[src/rtl/nn_pkg.sv]
// Shared definitions for the neural-network datapath blocks: layer codes,
// per-layer dot-product lengths, the neuron FSM state type and the layer decoder.
package nn_pkg;

    localparam int DATA_W = 8;

    localparam logic [1:0] LAYER_A = 2'b00;
    localparam logic [1:0] LAYER_B = 2'b01;
    localparam logic [1:0] LAYER_C = 2'b10;

    localparam logic [7:0] LEN_A = 8'd62;
    localparam logic [7:0] LEN_B = 8'd62;
    localparam logic [7:0] LEN_C = 8'd20;

    typedef enum logic [1:0] {
        ST_IDLE   = 2'd0,
        ST_RUN    = 2'd1,
        ST_FINISH = 2'd2
    } state_e;

    typedef struct packed {
        logic       legal;
        logic [7:0] len;
    } layer_cfg_t;

    // Code 2'b11 has no layer behind it; callers must ignore a start carrying it.
    function automatic layer_cfg_t decode_layer(input logic [1:0] code);
        layer_cfg_t cfg;
        cfg.legal = 1'b1;
        cfg.len   = LEN_A;
        case (code)
            LAYER_A: cfg.len = LEN_A;
            LAYER_B: cfg.len = LEN_B;
            LAYER_C: cfg.len = LEN_C;
            default: begin
                cfg.legal = 1'b0;
                cfg.len   = '0;
            end
        endcase
        return cfg;
    endfunction

endpackage

[src/rtl/neuron_mac_if.sv]
// Bundle between the neuron MAC and its environment: controller handshake,
// feature/weight memory ports and the requantised result.
interface neuron_mac_if;
    import nn_pkg::*;

    logic                     start_signal;
    logic [1:0]               ctrl_data;
    logic                     ready_signal;
    logic [7:0]               index;
    logic signed [DATA_W-1:0] feature_data;
    logic signed [DATA_W-1:0] weight_data;
    logic signed [15:0]       bias;
    logic [7:0]               feature_addr;
    logic [7:0]               weight_addr;
    logic [DATA_W-1:0]        out_data;
    logic                     out_valid;
    logic                     busy;

    modport master (
        output start_signal, ctrl_data, ready_signal, index,
               feature_data, weight_data, bias,
        input  feature_addr, weight_addr, out_data, out_valid, busy
    );

    modport slave (
        input  start_signal, ctrl_data, ready_signal, index,
               feature_data, weight_data, bias,
        output feature_addr, weight_addr, out_data, out_valid, busy
    );

endinterface

[src/rtl/relu_requant.sv]
// Combinational output stage: bias add, ReLU, arithmetic shift and saturation
// of the accumulated dot product to an unsigned 8-bit activation.
module relu_requant
    import nn_pkg::*;
#(
    parameter int ACC_W = 24,
    parameter int SHIFT = 7
) (
    input  logic signed [ACC_W-1:0] i_acc,
    input  logic signed [15:0]      i_bias,
    output logic [DATA_W-1:0]       o_data
);

    localparam logic signed [ACC_W:0] SAT_MAX = (ACC_W + 1)'(255);

    logic signed [ACC_W:0] w_sum;
    logic signed [ACC_W:0] w_shifted;

    // One guard bit keeps the bias add exact for any accumulator value.
    assign w_sum     = (ACC_W + 1)'(i_acc) + (ACC_W + 1)'(i_bias);
    assign w_shifted = w_sum >>> SHIFT;

    always_comb begin
        o_data = '0;
        if (w_sum[ACC_W]) begin
            o_data = '0;
        end else if (w_shifted > SAT_MAX) begin
            o_data = '1;
        end else begin
            o_data = w_shifted[DATA_W-1:0];
        end
    end

endmodule

[src/rtl/neuron_mac.sv]
// Single-neuron dot-product engine: accepts controller indices, reads feature and
// weight memories, multiply-accumulates through a 3-stage pipeline and requantises.
module neuron_mac
    import nn_pkg::*;
#(
    parameter int ACC_W = 24,
    parameter int SHIFT = 7
) (
    input logic          clk,
    input logic          rst,
    neuron_mac_if.slave  bus
);

    state_e                   r_state;
    logic [7:0]               r_len;
    logic [7:0]               r_count;
    logic signed [15:0]       r_bias;
    logic signed [ACC_W-1:0]  r_acc;
    logic                     r_tag0;
    logic                     r_tag1;
    logic signed [15:0]       r_prod;
    logic [DATA_W-1:0]        r_out_data;
    logic                     r_out_valid;

    layer_cfg_t               w_cfg;
    logic                     w_start;
    logic                     w_accept;
    logic                     w_last;
    logic [7:0]               w_count_next;
    logic [DATA_W-1:0]        w_result;

    assign w_cfg        = decode_layer(bus.ctrl_data);
    assign w_start      = bus.start_signal && w_cfg.legal;
    assign w_accept     = (r_state == ST_RUN) && !bus.ready_signal && (bus.index < r_len);
    assign w_count_next = r_count + 8'd1;
    // Leave RUN on the edge that lands the final term, so FINISH sees the complete sum.
    assign w_last       = r_tag1 && (w_count_next == r_len);

    assign bus.feature_addr = bus.index;
    assign bus.weight_addr  = bus.index;
    assign bus.out_data     = r_out_data;
    assign bus.out_valid    = r_out_valid;
    assign bus.busy         = (r_state != ST_IDLE);

    relu_requant #(
        .ACC_W (ACC_W),
        .SHIFT (SHIFT)
    ) u_relu_requant (
        .i_acc  (r_acc),
        .i_bias (r_bias),
        .o_data (w_result)
    );

    // The product stage runs every cycle; only its tag decides whether it is used.
    always_ff @(posedge clk or posedge rst) begin
        if (rst) begin
            r_prod <= '0;
        end else begin
            r_prod <= bus.feature_data * bus.weight_data;
        end
    end

    // NOTE: every register here uses <= so each stage reads the previous stage's
    // pre-edge value; a blocking '=' would collapse the pipeline into one cycle.
    always_ff @(posedge clk or posedge rst) begin
        if (rst) begin
            r_state     <= ST_IDLE;
            r_len       <= '0;
            r_count     <= '0;
            r_bias      <= '0;
            r_acc       <= '0;
            r_tag0      <= 1'b0;
            r_tag1      <= 1'b0;
            r_out_data  <= '0;
            r_out_valid <= 1'b0;
        end else if (w_start) begin
            // A legal start from any state begins a fresh run and drops in-flight terms.
            r_state     <= ST_RUN;
            r_len       <= w_cfg.len;
            r_bias      <= bus.bias;
            r_count     <= '0;
            r_acc       <= '0;
            r_tag0      <= 1'b0;
            r_tag1      <= 1'b0;
            r_out_valid <= 1'b0;
        end else begin
            r_tag0      <= w_accept;
            r_tag1      <= r_tag0;
            r_out_valid <= 1'b0;
            case (r_state)
                ST_RUN: begin
                    if (r_tag1) begin
                        r_acc   <= r_acc + ACC_W'(r_prod);
                        r_count <= w_count_next;
                        if (w_last) begin
                            r_state <= ST_FINISH;
                        end
                    end
                end
                ST_FINISH: begin
                    r_out_data  <= w_result;
                    r_out_valid <= 1'b1;
                    r_state     <= ST_IDLE;
                end
                default: r_state <= ST_IDLE;
            endcase
        end
    end

endmodule

[src/flat_wrapper.sv]
// flat-port wrapper written by rule: the top's interface ports become plain ports
module neuron_mac_flat import nn_pkg::*;
#(
    parameter int ACC_W = 24,
    parameter int SHIFT = 7
)
  (clk, rst, bus_start_signal, bus_ctrl_data, bus_ready_signal, bus_index, bus_feature_data, bus_weight_data, bus_bias, bus_feature_addr, bus_weight_addr, bus_out_data, bus_out_valid, bus_busy);
  neuron_mac_if bus_i ();
  input logic clk;
  input logic rst;
  input wire logic [$bits(bus_i.start_signal)-1:0] bus_start_signal;
  input wire logic [$bits(bus_i.ctrl_data)-1:0] bus_ctrl_data;
  input wire logic [$bits(bus_i.ready_signal)-1:0] bus_ready_signal;
  input wire logic [$bits(bus_i.index)-1:0] bus_index;
  input wire logic [$bits(bus_i.feature_data)-1:0] bus_feature_data;
  input wire logic [$bits(bus_i.weight_data)-1:0] bus_weight_data;
  input wire logic [$bits(bus_i.bias)-1:0] bus_bias;
  output wire logic [$bits(bus_i.feature_addr)-1:0] bus_feature_addr;
  output wire logic [$bits(bus_i.weight_addr)-1:0] bus_weight_addr;
  output wire logic [$bits(bus_i.out_data)-1:0] bus_out_data;
  output wire logic [$bits(bus_i.out_valid)-1:0] bus_out_valid;
  output wire logic [$bits(bus_i.busy)-1:0] bus_busy;
  assign bus_i.start_signal = bus_start_signal;
  assign bus_i.ctrl_data = bus_ctrl_data;
  assign bus_i.ready_signal = bus_ready_signal;
  assign bus_i.index = bus_index;
  assign bus_i.feature_data = bus_feature_data;
  assign bus_i.weight_data = bus_weight_data;
  assign bus_i.bias = bus_bias;
  assign bus_feature_addr = bus_i.feature_addr;
  assign bus_weight_addr = bus_i.weight_addr;
  assign bus_out_data = bus_i.out_data;
  assign bus_out_valid = bus_i.out_valid;
  assign bus_busy = bus_i.busy;
  neuron_mac #(.ACC_W(ACC_W), .SHIFT(SHIFT)) u_core (.clk(clk), .rst(rst), .bus(bus_i));
endmodule
[config.mk]
export PLATFORM = sky130hd
export DESIGN_NAME = neuron_mac_flat
export DESIGN_NICKNAME = d
export VERILOG_FILES = /design/src/rtl/nn_pkg.sv /design/src/rtl/neuron_mac_if.sv /design/src/rtl/relu_requant.sv /design/src/rtl/neuron_mac.sv /design/src/flat_wrapper.sv
export SDC_FILE = /design/constraint.sdc
export NUM_CORES = 1
export LEC_CHECK = 0
export CAP_MARGIN = 20
export CELL_PAD_IN_SITES_DETAIL_PLACEMENT = 1
export CELL_PAD_IN_SITES_GLOBAL_PLACEMENT = 1
export CORE_MARGIN = 5
export CORE_UTILIZATION = 41
export CTS_BUF_LIST = sky130_fd_sc_hd__clkbuf_8 sky130_fd_sc_hd__clkbuf_16
export DETAILED_ROUTE_END_ITERATION = 8
export GPL_ROUTABILITY_DRIVEN = 0
export PLACE_DENSITY = 0.85
export SYNTH_ARGS = -nofsm -noshare
export SYNTH_HDL_FRONTEND = slang
export SYNTH_SLANG_ARGS = --single-unit
[constraint.sdc]
create_clock -name clk -period 3 [get_ports clk]
set_clock_uncertainty 0.2 [all_clocks]
set_input_delay 0.6 -clock clk [delete_from_list [all_inputs] [get_ports clk]]
set_output_delay 0.6 -clock clk [all_outputs]
set_load 0.02 [all_outputs]
Yosys cells after proc, flatten, opt, wreduce, memory -nomap -nowiden
Index checks and enable logic that the tools add are counted.
{"block": "op_classes", "addsub": 3, "multipliers": 1, "div_mod_pow": 0, "order_cmp": 2, "n_eq_ne": 7, "shift": 0, "mux": 18, "bitwise": 1, "reduce_logical": 14}
{"op": "$mux 24", "count": 3}
{"op": "$mux 8", "count": 5}
{"op": "$add 24x16->25", "count": 1}
{"op": "$add 24x16->24", "count": 1}
{"op": "$gt 18x9->1 const B", "count": 1}
{"op": "$mul 8x8->16", "count": 1}
{"op": "$pmux 6 s2", "count": 1}
{"op": "$add 8x1->8 const B", "count": 1}
{"op": "$eq 8x8->1", "count": 1}
{"op": "$lt 8x8->1", "count": 1}
{"op": "$mux 2", "count": 4}
{"op": "$ne 3x1->1 const B", "count": 2}
{"op": "$reduce_and 2->1", "count": 3}
{"op": "$reduce_bool 2->1", "count": 3}
{"op": "$mux 1", "count": 5}
{"op": "$eq 2x1->1 const B", "count": 2}
{"op": "$eq 2x2->1 const B", "count": 2}
{"op": "$logic_and 1x1->1", "count": 4}
{"op": "$reduce_or 3->1", "count": 1}
{"op": "$logic_not 2->1", "count": 1}
{"op": "$reduce_or 2->1", "count": 1}
{"op": "$logic_not 1->1", "count": 1}
{"op": "$not 1->1", "count": 1}
{"block": "totals", "register_bits": 85, "latchBits": 0, "ram_bits": 0, "romBits": 0, "mem_count": 0}

Depth between registers and ports, before layout
Gate-level depths: netlist of the first run.
{"block": "depth", "depth_word": 7, "ltp_mapped": 18, "depth_no_buf": 18}

Cells and area by module
A second synthesis of the first run with hierarchy kept.
{"block": "hier_totals", "hier_cells": 905, "hier_area_um2": 7973.9}
{"mod": "neuron_mac", "n_inst": 1, "cells_per_inst": 748, "area_each_um2": 6784.0}
{"mod": "relu_requant", "n_inst": 1, "cells_per_inst": 157, "area_each_um2": 1189.9}

Least setup slack after synthesis of the first run
No wires, ideal clock.
{"block": "synth_path", "path_kind": "input -> register", "from": "in bus_feature_data[3]", "to": "reg u_core.r_prod[14]", "arrival_ns": 4.347, "t_required_ns": 2.684, "setup_slack_ns": -1.662, "path_stages": 17, "n_path_buf": 0, "cell_sequence": "and2_1 fa_1 inv_1 fa_1 inv_1 fa_1 inv_1 fa_1 inv_1 ha_1 o21ai_0 a21boi_0 o21ai_0 a21oi_1 o21ai_0 nand2_1 o311ai_0"}
{"block": "synth_via", "elab_chain_len": 1}
{"item": "from (decl)", "line": "flat_wrapper.sv:15", "rtl": "input wire logic [$bits(bus_i.feature_data)-1:0] bus_feature_data;"}
{"item": "$mul 8x8->16", "line": "neuron_mac.sv:59", "rtl": "r_prod <= bus.feature_data * bus.weight_data;"}
{"item": "to (signal assigned)", "line": "neuron_mac.sv:59"}
{"item": "to (decl)", "line": "neuron_mac.sv:21", "rtl": "logic signed [15:0] r_prod;"}
Every way passes these cells.
A chain may end at the register's enable or synchronous reset.

Worst setup path in the final report of the first run
{"block": "layout_path", "from": "in bus_feature_data[6]", "to": "reg u_core.r_prod[15]"}
The elaborated chain is that of the path after synthesis.

==> results of run 1 <==
worst paths after layout:
path,cells past startpoint,startpoint,slack (ns),end
max,16,bus_feature_data[6],-1.66,u_core.r_prod[15]
min,1,u_core.r_tag0,0.30,u_core.r_tag1
max reg2reg,9,u_core.r_prod[15],-0.48,u_core.r_acc[23]
min reg2reg,1,u_core.r_tag0,0.30,u_core.r_tag1
max in group asynchronous,3,rst,1.74,u_core.r_bias[15]
min in group asynchronous,3,rst,0.49,u_core.r_acc[4]
cell families after synthesis:
group | after synthesis | synth area share [%]
AO/OA/AOI/OAI | 200 | 16.71
AND/OR/NAND/NOR | 272 | 16.85
XOR/XNOR | 45 | 4.891
buffers and inverters | 131 | 6.957
adder cells (fa/ha/maj) | 136 | 26.34
flip-flops | 79 | 24.53
multiplexers | 28 | 3.727
metrics by stage:
stage,utilization (%),area (sq um),cells,setup TNS (ns)
after detailed placement,50.06,9712,1287,-21.83
after global routing,56.31,10920,1326,-15.39
after global placement,50.06,9712,1287,-19.73
after floorplan,-,8175,891,-9.678
after CTS,53.38,10350,1312,-10.22
final,56.31,10920,1326,-13.31
registers in the layout (all words and copies together) (netlist names):
name,cells
u_core.r_acc,24
u_core.r_bias,16
u_core.r_prod,16
u_core.bus.out_data,8
u_core.r_count,8
u_core.r_len,2
u_core.r_state,2
u_core.bus.out_valid,1
u_core.r_tag0,1
u_core.r_tag1,1
cells in the mapped netlist (all sizes together) (9+ instances only):
cell	n	area share (%)
inv	105	4.9
nand2	88	4.1
ha	80	12
dfrtp	79	25
o21ai	57	3.6
fa	56	14
a21oi	54	3.5
nor2	49	2.3
and2	42	3.3
xnor2	27	2.9
nor3	20	1.2
buf	18	1.7
xor2	18	2.0
nand3	17	1.1
mux2	16	2.2
a21o	13	1.2
mux2i	12	1.5
nand2b	11	0.85
o21a	9	0.85
per-layer routing:
layer	vias to the layer above	GRT usage (%)	wire length, um
li1	3377	-	-
met1	3969	28.12	12410
met2	350	45.51	17460
met3	149	4.997	1576
met4	0	12.08	2327
met5	-	0	0
cells in the final DEF, fill, tap and decap left out, drive strengths merged, types with 10 or more instances in the layout:
master	instances
buf	128
inv	107
nand2	88
ha	80
dfrtp	79
o21ai	57
fa	56
a21oi	54
clkdlybuf4s50	52
nor2	49
and2	42
xnor2	27
nor3	20
xor2	18
nand3	17
mux2	16
a21o	13
mux2i	12
nand2b	11
clkbuf	10
power breakdown:
| part | total (mW) | switching [mW] | internal (mW) |
|---|---|---|---|
| Sequential | 1.39 | 0.158 | 1.23 |
| Combinational | 5.30 | 2.88 | 2.42 |
| Clock | 1.14 | 0.540 | 0.597 |
area by class of cell:
class,instances,area share (%)
clock buffer,10,2.188
clock inverter,6,0.4467
timing repair buffer,180,14.59
sequential,79,18.11
multi-input combinational,681,57.98
tap,265,3.035
inverter,105,3.654
worst max-delay path: cells and delay by family:
family | cells | cell delay [ns]
simple gates | 2 | 0.32
xor+xnor | 1 | 0.22
buf+inv | 5 | 0.51
compound gates | 3 | 0.73
fa+ha+maj | 5 | 2.36
repair_timing:
item                                    4_1_cts  5_1_grt
gates resized for setup                     161       95
pin swaps                                    46       41
endpoints found under the setup margin       22       27
hold buffers                                  0        0
setup buffers                                11       14
==> qor.txt, run 1 <==
GRT overflow: 0
Global-route wire length before repair: 43.95 mm
Clock sinks: 79
Sequential area share after synthesis: 24.53%
Total CTS buffers: 9
Yosys reg bits: 79
# port buffers: 68
Maxcap violations: 0
Critical path type: input port to flop
Clk_lat worst skew: 0.37 ns
Syn Area/Cell: 9.043 sq um
Iter 0 DRT Violations: 577
CTS Buffer Depth: 2
DP Worst Slack: -2.377 ns
Synthesized cell area: 0.008058 sq mm
Sequential standard cell area: 0.001978 sq mm
Status: finished with violations
Worst slew margin: 60.91%
Period minus WS final: 4.655 ns
Clock transition at path regs: 0.08 ns
Slowest cell on crit path: fa_1
Leak Pwr: 4.900 nW
RSZ-0062 raised after global routing: true
Multi-input logic area: 0.006334 sq mm
Initial antenna violation count: 0
Hpwl dp: 19.50 mm
Fillers: 2,160
Failing checks: negative setup slack
Share of layout cells above drive strength 1: 30.25%
Crit-path cells: buf_2 > buf_6 > nand2_1 > fa_1 > inv_1 > fa_1 > fa_1 > inv_1 > fa_1 > inv_1 > ha_2 > and2_1 > o21ai_2 > o31ai_4 > o41a_1 > xnor2_1
Post-synth net total: 1,073
Power, Total: 7.825 mW
Setup crit end kind: flop
Mapped Cells: 891
Finish-stage setup viols: 20
# rows: 51
Final hold viol count: 0
PD cells: 716.3 mW/mm^2
Final critical-path share of the clock period: 155.2%
Synth warn: 0
Slew Viols, Final: 0
Distinct cells, synth: 69
CP max FO: 5
Slew @ Worst Pin: 0.5849 ns
Core region area: 0.01940 sq mm
Hold Path Class: flop to flop
Ant diodes: 0
Chip Height: 150.2 um
CTS tree: done
Pre-antenna DRT Iters: 5
Worst hold slack: 0.3039 ns
Startpoint types: input port
WL final: 33.78 mm
Routed length per instance: 25.47 um
Post-synth EDFFs: 0
Vias per Instance: 5.916
Fmax: 0.2148 GHz
Vias: 7,845
Most common cell on crit path: fa_1
Vias in the first global route: 8,232
Starting density of the core: 41.54%
Nets@finish: 1,238
Residual DRC: 0
IO Pins: 72
Die W: 150.2 um
P&R area growth vs syn: 35.57%
CP Data Required Time: 3.07 ns
Post-synth top flop: dfrtp_1
CTS H-tree depth: 3
Largest net degree at the start of global routing: 80
Slowest stage delay, CP: 0.60 ns
Root buf cell: clkbuf_16
Routed Antenna Nets: 0
Die ar.: 0.02256 sq mm
Final worst setup slack: -1.655 ns
Overall routing resource usage: 25.11%
CP arrival: 4.72 ns
VDD IR max: 431.5 uV
Post-synth ARST share: 100.0%
No activity file was read; power rests on OpenSTA's default activity.
==> run 2: changes to the inputs <==
--- a/config.mk
+++ b/config.mk
@@ -8,7 +8,6 @@
 export CAP_MARGIN = 20
 export CELL_PAD_IN_SITES_DETAIL_PLACEMENT = 1
 export CELL_PAD_IN_SITES_GLOBAL_PLACEMENT = 1
-export CORE_MARGIN = 5
 export CORE_UTILIZATION = 41
 export CTS_BUF_LIST = sky130_fd_sc_hd__clkbuf_8 sky130_fd_sc_hd__clkbuf_16
 export DETAILED_ROUTE_END_ITERATION = 8
==> run 2 against run 1 <==
The run still ends with negative setup slack left. Sequential cell count stayed put. Critical path depth unchanged. Cell area increased by 0.63%. Register-to-register slack improved by 0.32 ns. Die area down 10%. Sequential share of layout area fell by 0.091 points.
==> qor.txt, run 2 (synthesis gave the netlist of run 1 again) <==
Hpwl dp: 19.65 mm
PD cells: 714.0 mW/mm^2
Largest Register: u_core.r_acc
Finish-stage setup viols: 19
Worst path top cell family by delay: adder cells
Top flop regs: u_core.r_acc (24), u_core.r_bias (16), u_core.r_prod (16)
Most common cell after layout, fill and taps aside: buf_4
CP max FO: 4
Final worst setup slack: -1.419 ns
Critical path type: input port to flop
Nets@finish: 1,243
Worst hold slack: 0.3066 ns
CTS H-tree depth: 3
Root buf cell: clkbuf_16
Worst slew margin: 52.19%
Die W: 142.2 um
Vias in the first global route: 8,381
Critical register-to-register path endpoint: u_core.bus.out_data[3]
Residual DRC: 0
Slew @ Worst Pin: 0.7164 ns
Hold Path Class: flop to flop
CTS Buffer Depth: 2
WL final: 32.87 mm
Initial antenna violation count: 0
Seq pwr share: 17.4%
P_int: 4.331 mW
# port buffers: 68
Worst r2r src: u_core.r_acc[4]
Maxcap violations: 0
Clk_lat worst skew: 0.37 ns
Period minus WS final: 4.419 ns
Clock power frac: 15.0%
Total Neg Setup Slack: -12.78 ns
Vias: 7,954
Worst Path Buf+Inv: 6
Routed length per instance: 24.79 um
Sw Ratio: 44.82%
Failing checks: negative setup slack
Slowest stage delay, CP: 0.55 ns
Starting density of the core: 42.51%
VDD IR max: 363.7 uV
Leak Pwr: 4.933 nW
Status: finished with violations
Clock sinks: 79
Overall routing resource usage: 29.47%
Iter 0 DRT Violations: 481
Worst hold start: u_core.r_tag0
CP arrival: 4.48 ns
RSZ-0062 raised after global routing: true
P&R area growth vs syn: 36.43%
Worst Hold Path Cells: 1
Hold endpoint: u_core.r_tag1
Chip Height: 142.2 um
Slew Viols, Final: 0
Setup crit end kind: flop
Crit-path cells: buf_8 > clkinvlp_4 > buf_12 > fa_2 > fa_1 > inv_2 > fa_1 > inv_2 > fa_1 > inv_2 > ha_4 > a21boi_4 > nor3_4 > o31ai_4 > o41a_1 > xnor2_1
Vias per Instance: 5.998
Final critical-path share of the clock period: 147.3%
Global-route wire length before repair: 45.09 mm
R2R Setup Slk: -0.16 ns
Ant diodes: 0
GRT overflow: 0
Startpoint types: input port
Share of layout cells above drive strength 1: 31.89%
Final hold viol count: 0
Core region area: 0.01896 sq mm
Hold Buf Count CTS: 0
Total CTS buffers: 9
CTS tree: done
Switching pwr: 3.518 mW
Max reg flops: 24
Commonest non-fill, non-tap cells in the layout: buf_4, nand2_1, dfrtp_1, inv_1, ha_1
Clock transition at path regs: 0.08 ns
Pre-antenna DRT Iters: 5
# rows: 50
Die ar.: 0.02022 sq mm
Routed Antenna Nets: 0
Largest net degree at the start of global routing: 37
Slowest cell on crit path: fa_1
IO Pins: 72
Reg2reg path depth: 9
Combinational Power Share: 67.6%
Fmax: 0.2263 GHz
CP Data Required Time: 3.07 ns
## run 2: metal layers
metal  share of wire (%)  routed length, um  GRT usage, %
met1                  36              11710         32.19
met2                  52              17080         54.67
met3                 5.5               1816         4.845
met4                 6.9               2266         15.05
met5                   0                  0             0
## run 2: what timing repair did
action	in CTS	in global routing
pin swaps	54	65
setup endpoints to repair	23	26
setup buffers	14	11
hold endpoints to repair	0	0
resized for setup	166	116
## run 2: stage by stage
step	cells	setup WS [ns]	util, %	power (mW)	area [sq um]
floorplan	891	-1.350	-	3.816	8175
global placement	1284	-2.158	51.28	4.839	9721
detailed placement	1285	-2.319	51.32	5.148	9728
CTS	1315	-1.273	54.93	6.765	10410
global route	1326	-1.521	57.99	8.223	10990
finish	1326	-1.419	57.99	7.849	10990
## run 2: power groups by stage
| stage | combinational [mW] | clock (mW) | sequential, mW |
|---|---|---|---|
| floorplan | 2.50 | 0 | 1.32 |
| global placement | 3.49 | 0 | 1.35 |
| detailed placement | 3.79 | 0 | 1.36 |
| CTS | 4.26 | 1.16 | 1.34 |
| global route | 5.63 | 1.22 | 1.38 |
| finish | 5.31 | 1.18 | 1.37 |
## run 2: worst max-delay path by stage
stage / start / endpoint / slack [ns] / depth (start not counted)
2_1_floorplan: bus_weight_data[3] / u_core.r_prod[15] / -1.35 / 13
3_3_place_gp: bus_feature_data[4] / u_core.r_prod[15] / -2.16 / 15
3_5_place_dp: bus_weight_data[3] / u_core.r_prod[14] / -2.32 / 18
4_1_cts: bus_weight_data[4] / u_core.r_prod[14] / -1.27 / 16
5_1_grt: bus_weight_data[7] / u_core.r_prod[15] / -1.52 / 16
6_report: bus_weight_data[7] / u_core.r_prod[15] / -1.42 / 16
## run 2: area by class of cell
cell class                 instances  area [sq um]
clock buffer                       9         225.2
clock inverter                     7         70.07
fill                            2098          7963
inverter                         105         399.1
multi-input combinational        681          6324
sequential                        79          1981
tap                              260         325.3
timing repair buffer             185          1669
==> run 3: changes to the inputs <==
--- a/config.mk
+++ b/config.mk
@@ -5,7 +5,7 @@
 export SDC_FILE = /design/constraint.sdc
 export NUM_CORES = 1
 export LEC_CHECK = 0
-export CAP_MARGIN = 20
+export CAP_MARGIN = 25
 export CELL_PAD_IN_SITES_DETAIL_PLACEMENT = 1
 export CELL_PAD_IN_SITES_GLOBAL_PLACEMENT = 1
 export CORE_UTILIZATION = 41
==> results of run 3 <==
Same layout as run 2: the final DEF is identical, and so are final timing and power.
